==> src/rtl/control_unit_pkg.sv <==
// rtl/control_unit_pkg.sv - widths, opcodes, FSM states and decoded-control struct
package control_unit_pkg;

  localparam int PC_BITS  = 11;
  localparam int E_BITS   = 16;
  localparam int D_BITS   = 11;
  localparam int OP_BITS  = 5;
  localparam int S_BITS   = 2;
  localparam int CNT_BITS = 16;

  localparam logic [OP_BITS-1:0] OP_HLT  = 5'b00000;
  localparam logic [OP_BITS-1:0] OP_STO  = 5'b00001;
  localparam logic [OP_BITS-1:0] OP_LD   = 5'b00010;
  localparam logic [OP_BITS-1:0] OP_LDI  = 5'b00011;
  localparam logic [OP_BITS-1:0] OP_ADD  = 5'b00100;
  localparam logic [OP_BITS-1:0] OP_ADDI = 5'b00101;
  localparam logic [OP_BITS-1:0] OP_SUB  = 5'b00110;
  localparam logic [OP_BITS-1:0] OP_SUBI = 5'b00111;

  localparam logic [S_BITS-1:0] SEL_A_RAM = 2'b00;
  localparam logic [S_BITS-1:0] SEL_A_IMM = 2'b01;
  localparam logic [S_BITS-1:0] SEL_A_ALU = 2'b10;
  localparam logic SEL_B_RAM = 1'b0;
  localparam logic SEL_B_IMM = 1'b1;
  localparam logic ALU_ADD   = 1'b0;
  localparam logic ALU_SUB   = 1'b1;

  typedef enum logic [2:0] {
    ST_IDLE,
    ST_FETCH,
    ST_LOAD,
    ST_OPER,
    ST_EXEC,
    ST_HALT
  } state_e;

  typedef struct packed {
    logic [S_BITS-1:0] sel_a;
    logic              sel_b;
    logic              op;
    logic              w_acc;
    logic              wr_ram;
    logic              rd_ram;
  } ctrl_t;

  function automatic logic [OP_BITS-1:0] opcode_of(input logic [E_BITS-1:0] instr);
    return instr[E_BITS-1 -: OP_BITS];
  endfunction

endpackage

==> src/rtl/control_unit_if.sv <==
// rtl/control_unit_if.sv - program-memory and datapath-control bundle of the control unit
interface control_unit_if;
  import control_unit_pkg::*;

  logic                i_start;
  logic [E_BITS-1:0]   i_Instr;
  logic [PC_BITS-1:0]  o_Addr_prog;
  logic                o_rd_prog;
  logic [D_BITS-1:0]   o_Data;
  logic [S_BITS-1:0]   o_sel_A;
  logic                o_sel_B;
  logic                o_op;
  logic                o_w_acc;
  logic                o_rd_ram;
  logic                o_wr_ram;
  logic                o_halted;
  logic [CNT_BITS-1:0] o_instr_count;

  modport master (
    input  i_start, i_Instr,
    output o_Addr_prog, o_rd_prog, o_Data, o_sel_A, o_sel_B, o_op,
           o_w_acc, o_rd_ram, o_wr_ram, o_halted, o_instr_count
  );

  modport slave (
    output i_start, i_Instr,
    input  o_Addr_prog, o_rd_prog, o_Data, o_sel_A, o_sel_B, o_op,
           o_w_acc, o_rd_ram, o_wr_ram, o_halted, o_instr_count
  );

endinterface

==> src/rtl/control_unit_decoder.sv <==
// rtl/control_unit_decoder.sv - combinational opcode to datapath-control decode
module control_unit_decoder
  import control_unit_pkg::*;
(
  input  logic [OP_BITS-1:0] opcode_i,
  output ctrl_t              ctrl_o
);

  // HLT and the unassigned opcodes decode to all-zero controls (NOP)
  always_comb begin
    ctrl_o = '0;
    case (opcode_i)
      OP_STO: ctrl_o.wr_ram = 1'b1;
      OP_LD: begin
        ctrl_o.sel_a  = SEL_A_RAM;
        ctrl_o.w_acc  = 1'b1;
        ctrl_o.rd_ram = 1'b1;
      end
      OP_LDI: begin
        ctrl_o.sel_a = SEL_A_IMM;
        ctrl_o.w_acc = 1'b1;
      end
      OP_ADD, OP_SUB: begin
        ctrl_o.sel_a  = SEL_A_ALU;
        ctrl_o.sel_b  = SEL_B_RAM;
        ctrl_o.op     = (opcode_i == OP_SUB) ? ALU_SUB : ALU_ADD;
        ctrl_o.w_acc  = 1'b1;
        ctrl_o.rd_ram = 1'b1;
      end
      OP_ADDI, OP_SUBI: begin
        ctrl_o.sel_a = SEL_A_ALU;
        ctrl_o.sel_b = SEL_B_IMM;
        ctrl_o.op    = (opcode_i == OP_SUBI) ? ALU_SUB : ALU_ADD;
        ctrl_o.w_acc = 1'b1;
      end
      default: ctrl_o = '0;
    endcase
  end

endmodule

==> src/rtl/control_unit.sv <==
// rtl/control_unit.sv - 4-cycle fetch/decode controller: PC, IR, retired counter, strobe gating
module control_unit
  import control_unit_pkg::*;
(
  input  logic           i_clock,
  input  logic           i_reset,
  control_unit_if.master cu_io
);

  state_e              state_q;
  logic [PC_BITS-1:0]  pc_q;
  logic [E_BITS-1:0]   ir_q;
  logic [S_BITS-1:0]   sel_a_q;
  logic                sel_b_q;
  logic                op_q;
  logic [CNT_BITS-1:0] cnt_q;
  logic                rd_prog_q;
  logic                rd_ram_q;
  logic                w_acc_q;
  logic                wr_ram_q;
  logic                halted_q;
  logic [OP_BITS-1:0]  dec_opcode;
  ctrl_t               ctrl;

  // One decoder serves both uses: the incoming word in LOAD (for the RAM read
  // issued in OPER) and the latched IR in OPER (for the EXEC controls).
  assign dec_opcode = (state_q == ST_LOAD) ? opcode_of(cu_io.i_Instr) : opcode_of(ir_q);

  control_unit_decoder u_decoder (
    .opcode_i (dec_opcode),
    .ctrl_o   (ctrl)
  );

  always_ff @(posedge i_clock) begin
    if (i_reset) begin
      state_q   <= ST_IDLE;
      pc_q      <= '0;
      ir_q      <= '0;
      sel_a_q   <= '0;
      sel_b_q   <= 1'b0;
      op_q      <= 1'b0;
      cnt_q     <= '0;
      rd_prog_q <= 1'b0;
      rd_ram_q  <= 1'b0;
      w_acc_q   <= 1'b0;
      wr_ram_q  <= 1'b0;
      halted_q  <= 1'b0;
    end else begin
      rd_prog_q <= 1'b0;
      rd_ram_q  <= 1'b0;
      w_acc_q   <= 1'b0;
      wr_ram_q  <= 1'b0;
      case (state_q)
        ST_IDLE: begin
          if (cu_io.i_start) begin
            state_q   <= ST_FETCH;
            rd_prog_q <= 1'b1;
          end
        end
        ST_FETCH: state_q <= ST_LOAD;
        ST_LOAD: begin
          ir_q     <= cu_io.i_Instr;
          rd_ram_q <= ctrl.rd_ram;
          state_q  <= ST_OPER;
        end
        ST_OPER: begin
          sel_a_q  <= ctrl.sel_a;
          sel_b_q  <= ctrl.sel_b;
          op_q     <= ctrl.op;
          w_acc_q  <= ctrl.w_acc;
          wr_ram_q <= ctrl.wr_ram;
          state_q  <= ST_EXEC;
        end
        ST_EXEC: begin
          if (opcode_of(ir_q) == OP_HLT) begin
            state_q  <= ST_HALT;
            halted_q <= 1'b1;
          end else begin
            pc_q      <= pc_q + PC_BITS'(1);
            cnt_q     <= (cnt_q == '1) ? cnt_q : cnt_q + CNT_BITS'(1);
            rd_prog_q <= 1'b1;
            state_q   <= ST_FETCH;
          end
        end
        ST_HALT: state_q <= ST_HALT;
        default: state_q <= ST_IDLE;
      endcase
    end
  end

  // Strobes are masked by reset in the same cycle so an aborted instruction never writes
  assign cu_io.o_rd_prog     = rd_prog_q & ~i_reset;
  assign cu_io.o_rd_ram      = rd_ram_q & ~i_reset;
  assign cu_io.o_w_acc       = w_acc_q & ~i_reset;
  assign cu_io.o_wr_ram      = wr_ram_q & ~i_reset;
  assign cu_io.o_Addr_prog   = pc_q;
  assign cu_io.o_Data        = ir_q[D_BITS-1:0];
  assign cu_io.o_sel_A       = sel_a_q;
  assign cu_io.o_sel_B       = sel_b_q;
  assign cu_io.o_op          = op_q;
  assign cu_io.o_halted      = halted_q;
  assign cu_io.o_instr_count = cnt_q;

endmodule

==> src/flat_wrapper.sv <==
// flat-port wrapper written by rule: the top's interface ports become plain ports
module control_unit_flat import control_unit_pkg::*;
  (i_clock, i_reset, cu_io_i_start, cu_io_i_Instr, cu_io_o_Addr_prog, cu_io_o_rd_prog, cu_io_o_Data, cu_io_o_sel_A, cu_io_o_sel_B, cu_io_o_op, cu_io_o_w_acc, cu_io_o_rd_ram, cu_io_o_wr_ram, cu_io_o_halted, cu_io_o_instr_count);
  control_unit_if cu_io_i ();
  input  logic i_clock;
  input  logic i_reset;
  input wire logic [$bits(cu_io_i.i_start)-1:0] cu_io_i_start;
  input wire logic [$bits(cu_io_i.i_Instr)-1:0] cu_io_i_Instr;
  output wire logic [$bits(cu_io_i.o_Addr_prog)-1:0] cu_io_o_Addr_prog;
  output wire logic [$bits(cu_io_i.o_rd_prog)-1:0] cu_io_o_rd_prog;
  output wire logic [$bits(cu_io_i.o_Data)-1:0] cu_io_o_Data;
  output wire logic [$bits(cu_io_i.o_sel_A)-1:0] cu_io_o_sel_A;
  output wire logic [$bits(cu_io_i.o_sel_B)-1:0] cu_io_o_sel_B;
  output wire logic [$bits(cu_io_i.o_op)-1:0] cu_io_o_op;
  output wire logic [$bits(cu_io_i.o_w_acc)-1:0] cu_io_o_w_acc;
  output wire logic [$bits(cu_io_i.o_rd_ram)-1:0] cu_io_o_rd_ram;
  output wire logic [$bits(cu_io_i.o_wr_ram)-1:0] cu_io_o_wr_ram;
  output wire logic [$bits(cu_io_i.o_halted)-1:0] cu_io_o_halted;
  output wire logic [$bits(cu_io_i.o_instr_count)-1:0] cu_io_o_instr_count;
  assign cu_io_i.i_start = cu_io_i_start;
  assign cu_io_i.i_Instr = cu_io_i_Instr;
  assign cu_io_o_Addr_prog = cu_io_i.o_Addr_prog;
  assign cu_io_o_rd_prog = cu_io_i.o_rd_prog;
  assign cu_io_o_Data = cu_io_i.o_Data;
  assign cu_io_o_sel_A = cu_io_i.o_sel_A;
  assign cu_io_o_sel_B = cu_io_i.o_sel_B;
  assign cu_io_o_op = cu_io_i.o_op;
  assign cu_io_o_w_acc = cu_io_i.o_w_acc;
  assign cu_io_o_rd_ram = cu_io_i.o_rd_ram;
  assign cu_io_o_wr_ram = cu_io_i.o_wr_ram;
  assign cu_io_o_halted = cu_io_i.o_halted;
  assign cu_io_o_instr_count = cu_io_i.o_instr_count;
  control_unit u_core (.i_clock(i_clock), .i_reset(i_reset), .cu_io(cu_io_i));
endmodule
==> config.mk <==
export PLATFORM = sky130hd
export DESIGN_NAME = control_unit_flat
export DESIGN_NICKNAME = d
export VERILOG_FILES = /design/src/rtl/control_unit_pkg.sv /design/src/rtl/control_unit_if.sv /design/src/rtl/control_unit_decoder.sv /design/src/rtl/control_unit.sv /design/src/flat_wrapper.sv
export SDC_FILE = /design/constraint.sdc
export NUM_CORES = 1
export LEC_CHECK = 0
export ABC_AREA = 1
export BUFFER_PORTS_ARGS = -buffer_cell sky130_fd_sc_hd__buf_2
export CORE_ASPECT_RATIO = 1.5
export CORE_MARGIN = 3
export CORE_UTILIZATION = 58
export CTS_CLUSTER_SIZE = 24
export DETAILED_ROUTE_END_ITERATION = 16
export PLACE_DENSITY = 0.84
export SLEW_MARGIN = 10
export SYNTH_ARGS = -nofsm -noshare
export SYNTH_HDL_FRONTEND = slang
export SYNTH_SLANG_ARGS = --single-unit
==> constraint.sdc <==
create_clock -name i_clock -period 3.01 [get_ports i_clock]
set_input_delay 0.602 -clock i_clock [delete_from_list [all_inputs] [get_ports i_clock]]
set_output_delay 0.602 -clock i_clock [all_outputs]
set_load 0.1 [all_outputs]
**Word-level counts from Yosys, hierarchy flattened**

Cells that the tools add are included.

- Memories: 0
- Input bits: 19
- Bits in latches: 0
- Bits in registers: 55
- Output and inout bits: 47
- Memory bits (writable): 0
- ROM bits: 0

- Reduce and logical (&&, ||, !) cells: 12
- $add $sub $neg: 2
- Muxes and demuxes: 14
- Equal/unequal tests: 14
- $mul: 0
- Div/mod/pow operators: 0
- Shift operators: 0
- Order comparisons: 0
- Bitwise operators: 9

Operator list:

| operator | count |
|---|---|
| $eq 5x3->1 const B | 4 |
| $pmux 3 s6 | 1 |
| $add 16x1->16 const B | 1 |
| $eq 16x16->1 const B | 1 |
| $add 11x1->11 const B | 1 |
| $eq 5x2->1 const B | 2 |
| $pmux 2 s2 | 2 |
| $reduce_or 2->1 | 4 |
| $mux 1 | 7 |
| $eq 3x2->1 const B | 2 |
| $eq 3x3->1 const B | 2 |
| $mux 3 | 2 |
| $reduce_or 6->1 | 1 |
| $eq 5x1->1 const B | 1 |
| $logic_not 5->1 | 1 |
| $mux 5 | 1 |
| $not 1->1 | 5 |
| $and 1x1->1 | 4 |
| $reduce_and 2->1 | 2 |
| $reduce_or 4->1 | 1 |
| $eq 3x1->1 const B | 1 |
| $logic_not 3->1 | 1 |
| $reduce_and 3->1 | 1 |
| $reduce_or 3->1 | 1 |
| other kinds (2) | 2 |

**Longest topological paths before layout**

- Depth in word-level cells: 5
- Gate-level depth with buffers: 10

**Cells and area by module**

From an unflattened synthesis, not the netlist that was laid out.

- Cell total of the unflattened synthesis: 412
- Area, all modules: 2806.4 µm²

By module, submodules not included:

| module | cells an instance | instances | area each (µm²) |
|---|---|---|---|
| control_unit | 394 | 1 | 2731.4 |
| control_unit_decoder | 18 | 1 | 75.1 |

**Least setup slack after synthesis**

No wires, ideal clock.

- Kind: input to output
- Start: in i_reset
- End: out cu_io_o_rd_prog
- Slack: 0.126 ns
- Stages on the path: 3
- Arrival time: 2.282 ns
- Required time: 2.408 ns
- Path through: clkbuf_1 > buf_1 > nor2_1

- Longest elaborated chain between the ends: 2

RTL lines:

| element | line | source |
|---|---|---|
| start: declaration | flat_wrapper.sv:6 | `input logic i_reset;` |
| $not 1->1 | control_unit.sv:92 | `assign cu_io.o_rd_prog = rd_prog_q & ~i_reset;` |
| $and 1x1->1 | control_unit.sv:92 |  |
| end: declaration | flat_wrapper.sv:10 | `output wire logic [$bits(cu_io_i.o_rd_prog)-1:0] cu_io_o_rd_prog;` |

Every way passes these cells.

**Final worst setup path**

- Start: reg u_core.state_q[1]
- End: reg u_core.cnt_q[14], in the netlist u_core.cu_io.o_instr_count[14]

- Longest elaborated chain between the ends: 2

RTL lines:

| element | line | source |
|---|---|---|
| start: declaration | control_unit.sv:10 | `state_e state_q;` |
| start signal: assignment | control_unit.sv:36 | `state_q <= ST_IDLE;` |
| start signal: assignment | control_unit.sv:56 | `state_q <= ST_FETCH;` |
| start signal: assignment | control_unit.sv:60 | `ST_FETCH: state_q <= ST_LOAD;` |
| $eq 3x3->1 | control_unit.sv:53 | `case (state_q)` |
| $reduce_and 3->1 (no line) | n/a |  |
| end signal: assignment | control_unit.sv:80 | `cnt_q <= (cnt_q == '1) ? cnt_q : cnt_q + CNT_BITS'(1);` |
| end: declaration | control_unit.sv:16 | `logic [CNT_BITS-1:0] cnt_q;` |

Every way passes these cells.
A chain may end at the register's enable or synchronous reset.

==> summary.md <==
| Metric | Value |
|---|---|
| Status | finished clean |
| Met1 usage | 24.23% |
| Vias in the first global route | 2633 |
| Clock transition at path regs | 0.10 ns |
| Reg-to-reg startpoint | u_core.state_q[1]$_SDFFE_PP0P_ |
| Power share of the clock group | 27.2% |
| Final period util | 65.71% |
| Nets@finish | 490 |
| Max Slew Vio Count | 0 |
| Post-Syn Area | 0.002818 mm^2 |
| Combinational share of power | 19.5% |
| Post-DP HPWL | 4.497 mm |
| CTS buffer count | 5 |
| Post-DRT Antenna Nets | 0 |
| First-pass GRT wire length | 10.84 mm |
| Worst setup path class | reg -> reg |
| Number of detailed-route iterations in the first pass | 4 |
| M2 GR Usage | 42.29% |
| Finished Core Util | 68.37% |
| H-Tree Depth | 2 |
| Critical path peak fanout | 22 |
| Placed Area | 0.003072 mm^2 |
| Syn Area/Cell | 6.725 um^2 |
| Yosys Warn Count | 0 |
| P_leak | 1.350 nW |
| Crit. End Element | flop |
| Antenna fix cells | 0 |
| Post-synthesis register bit count | 55 |
| Cells after Synth | 419 |
| Via count | 2732 |
| Ports | 66 |
| Distinct cells, synth | 33 |
| Starting DRT DRC Count | 120 |
| Most Crowded Layer GR | met2 |
| Die ar. | 0.005748 mm^2 |
| Worst Setup SP | u_core.state_q[1]$_SDFFE_PP0P_ |
| Final min period | 1.978 ns |
| Grt met3 use | 3.837% |
| Setup Skew | 0.005936 ns |
| Hold Fails Final Rpt | 0 |
| Pwr dens | 460.4 mW/mm^2 |
| Die width | 62.91 um |
| Worst hold path class | reg -> reg |
| Crit path arrival time | 2.22 ns |
| Detailed Route WL | 6.161 mm |
| Mean routed wirelength per cell | 11.54 um |
| Gpl congestion | 0.8291 |
| Synth area leaders | dfxtp_1 (39%), nand2_1 (19%), nor2_1 (6.3%), a21oi_1 (6.2%), inv_1 (4.8%) |
| IO buf count | 65 |
| RSZ-0062 raised after global routing | no |
| Die Y | 91.37 um |
| Starting Density | 61.03% |
| Register area share after synthesis | 39.08% |
| Post-CTS Setup Inserts | 0 |
| DRC | 0 |
| Final Cell Area | 0.003157 mm^2 |
| Synthesized Nets | 440 |
| Clk root buf | clkbuf_8 |
| Fillers | 420 |
| Initial antenna violation count | 0 |
| Final Setup Violations | 0 |
| Total track usage | 22.54% |
| Num Clock Sinks | 55 |
| Switching share of power | 32.65% |
| Sum of negative setup slack | 0 ns |
| Largest net degree at the start of global routing | 38 |
| Synth top area share | 39.08% |
| Total power | 0.001453 W |
| Hold buffer count at cts | 0 |
| Internal power | 0.0009788 W |
| Startpoint types | flop |
| Max Cap Viol | 0 |
| Hold Path Origin | u_core.cu_io.o_halted$_SDFFE_PP0P_ |
| CTS tree | yes |
| Worst EP required | 3.25 ns |
| P_sw | 0.0004744 W |
| Seq pwr share | 53.2% |
| Max IR drop VDD | 0.2358 mV |
| Core ar. | 0.004617 mm^2 |
| Gr ovfl total | 0 |
| Row Count | 30 |
| Vias/cell | 5.116 |
| CTS Buffer Depth | 2 |
| Final hold slack | 0.4582 ns |
| Worst-skew pair later-pin latency | 0.30 ns |
| Layout cells sized above 1 | 19.36% |
| Slew @ Worst Pin | 0.4925 ns |
| Post-CTS resize count | 0 |
| Yosys top cell by area | dfxtp_1 |
| FMAX | 0.5056 GHz |
| Slew Limit Headroom | 67.39% |
| Synth-to-Final Area Change | 12.03% |
## cells in the final DEF, fill, tap and decap left out, types with 2 or more instances in the layout
master / instances
o21ai_0: 11
nand3b_1: 2
nor3_1: 2
nor2_1: 47
a21oi_1: 35
dfxtp_1: 55
buf_2: 65
xnor2_1: 2
inv_2: 4
a21oi_2: 4
nand2_1: 142
o21ai_1: 2
nand3_2: 2
nand2_2: 2
nor2_4: 3
ha_1: 2
nand4_1: 8
clkbuf_8: 5
a31oi_1: 2
inv_1: 36
xor2_1: 5
nand3_1: 23
## metrics by stage
step	setup slack, ns	cells
after floorplan	0.1265	419
after global placement	1.090	526
after detailed placement	1.050	526
after CTS	1.044	534
after global routing	0.6235	534
final	1.032	534
## metal layers
metal | vias up | share of wire (%)
met5 | - | 0
met4 | 0 | 1.2
met3 | 6 | 4.4
met2 | 73 | 53
met1 | 1239 | 42
li1 | 1414 | -
## sequential cells by signal (all words and copies together) (netlist names), 2 cells and up
| signal | flops |
|---|---|
| u_core.cu_io.o_sel_A | 2 |
| u_core.ir_q | 16 |
| u_core.state_q | 3 |
| u_core.cu_io.o_Addr_prog | 11 |
| u_core.cu_io.o_instr_count | 16 |
## cell usage after synthesis
master    number
a211oi_1       1
nand4_1        8
xor2_1         5
ha_1           2
nor2_1        47
nand3b_1       2
o21ai_0       11
clkbuf_1       5
nand4_4        1
a21oi_2        4
nor3_1         2
xnor2_1        2
buf_6          1
inv_1         36
buf_4         12
nand3_2        2
inv_2          4
nor2_2         1
o21ai_1        2
nor2_4         3
dfxtp_1       55
buf_1          1
buf_12         1
a21oi_1       35
nand3_1       23
nand2_1      142
a31oi_1        2
nand2_4        1
o21bai_1       1
nand2_2        2
a21boi_0       1
buf_2          3
and3_1         1
## worst max-delay path, cell delays in order, from the launching register on
cell     delay [ns]
dfxtp_1        0.36
inv_2          0.09
nand2_1        0.07
nor2_1         0.13
nand2_1        0.25
inv_2          0.39
nand2_1        0.09
nand2_1        0.29
nand2_1        0.12
a21oi_2        0.13
## power by group through the flow
| stage | Combinational (W) | Sequential, W | Clock (W) |
|---|---|---|---|
| after floorplan | 0.000233 | 0.000807 | 0 |
| after global placement | 0.000281 | 0.000789 | 0 |
| after detailed placement | 0.000284 | 0.000790 | 0 |
| after CTS | 0.000285 | 0.000773 | 0.000403 |
| after global routing | 0.000311 | 0.000778 | 0.000435 |
| final | 0.000284 | 0.000774 | 0.000396 |
## layout make-up
cell class                 instances  area (um^2)  area share, %
inverter                          40        150.1          4.756
tap                               64        80.08          2.537
clock buffer                       6        72.57          2.299
sequential                        55         1101          34.88
clock inverter                     2        12.51         0.3964
multi-input combinational        301         1408          44.59
timing repair buffer              66        332.8          10.54
## path summary, 6_finish.rpt
path / depth (start not counted) / to / slack [ns]
setup / recovery: 9 / u_core.cu_io.o_instr_count[14]$_SDFFE_PP0P_ / 1.03
hold / removal: 2 / u_core.cu_io.o_halted$_SDFFE_PP0P_ / 0.46
setup reg to reg: 9 / u_core.cu_io.o_instr_count[14]$_SDFFE_PP0P_ / 1.03
hold reg to reg: 2 / u_core.cu_io.o_halted$_SDFFE_PP0P_ / 0.46
## kinds of logic after synthesis
family,Yosys count,share of synthesized area (%)
simple gates,235,35.88
buf+inv,63,10.97
compound gates,57,11.01
flops,55,39.08
xor+xnor,7,2.176
fa+ha+maj,2,0.8880
Note: power is estimated with default switching activity, not from simulation.
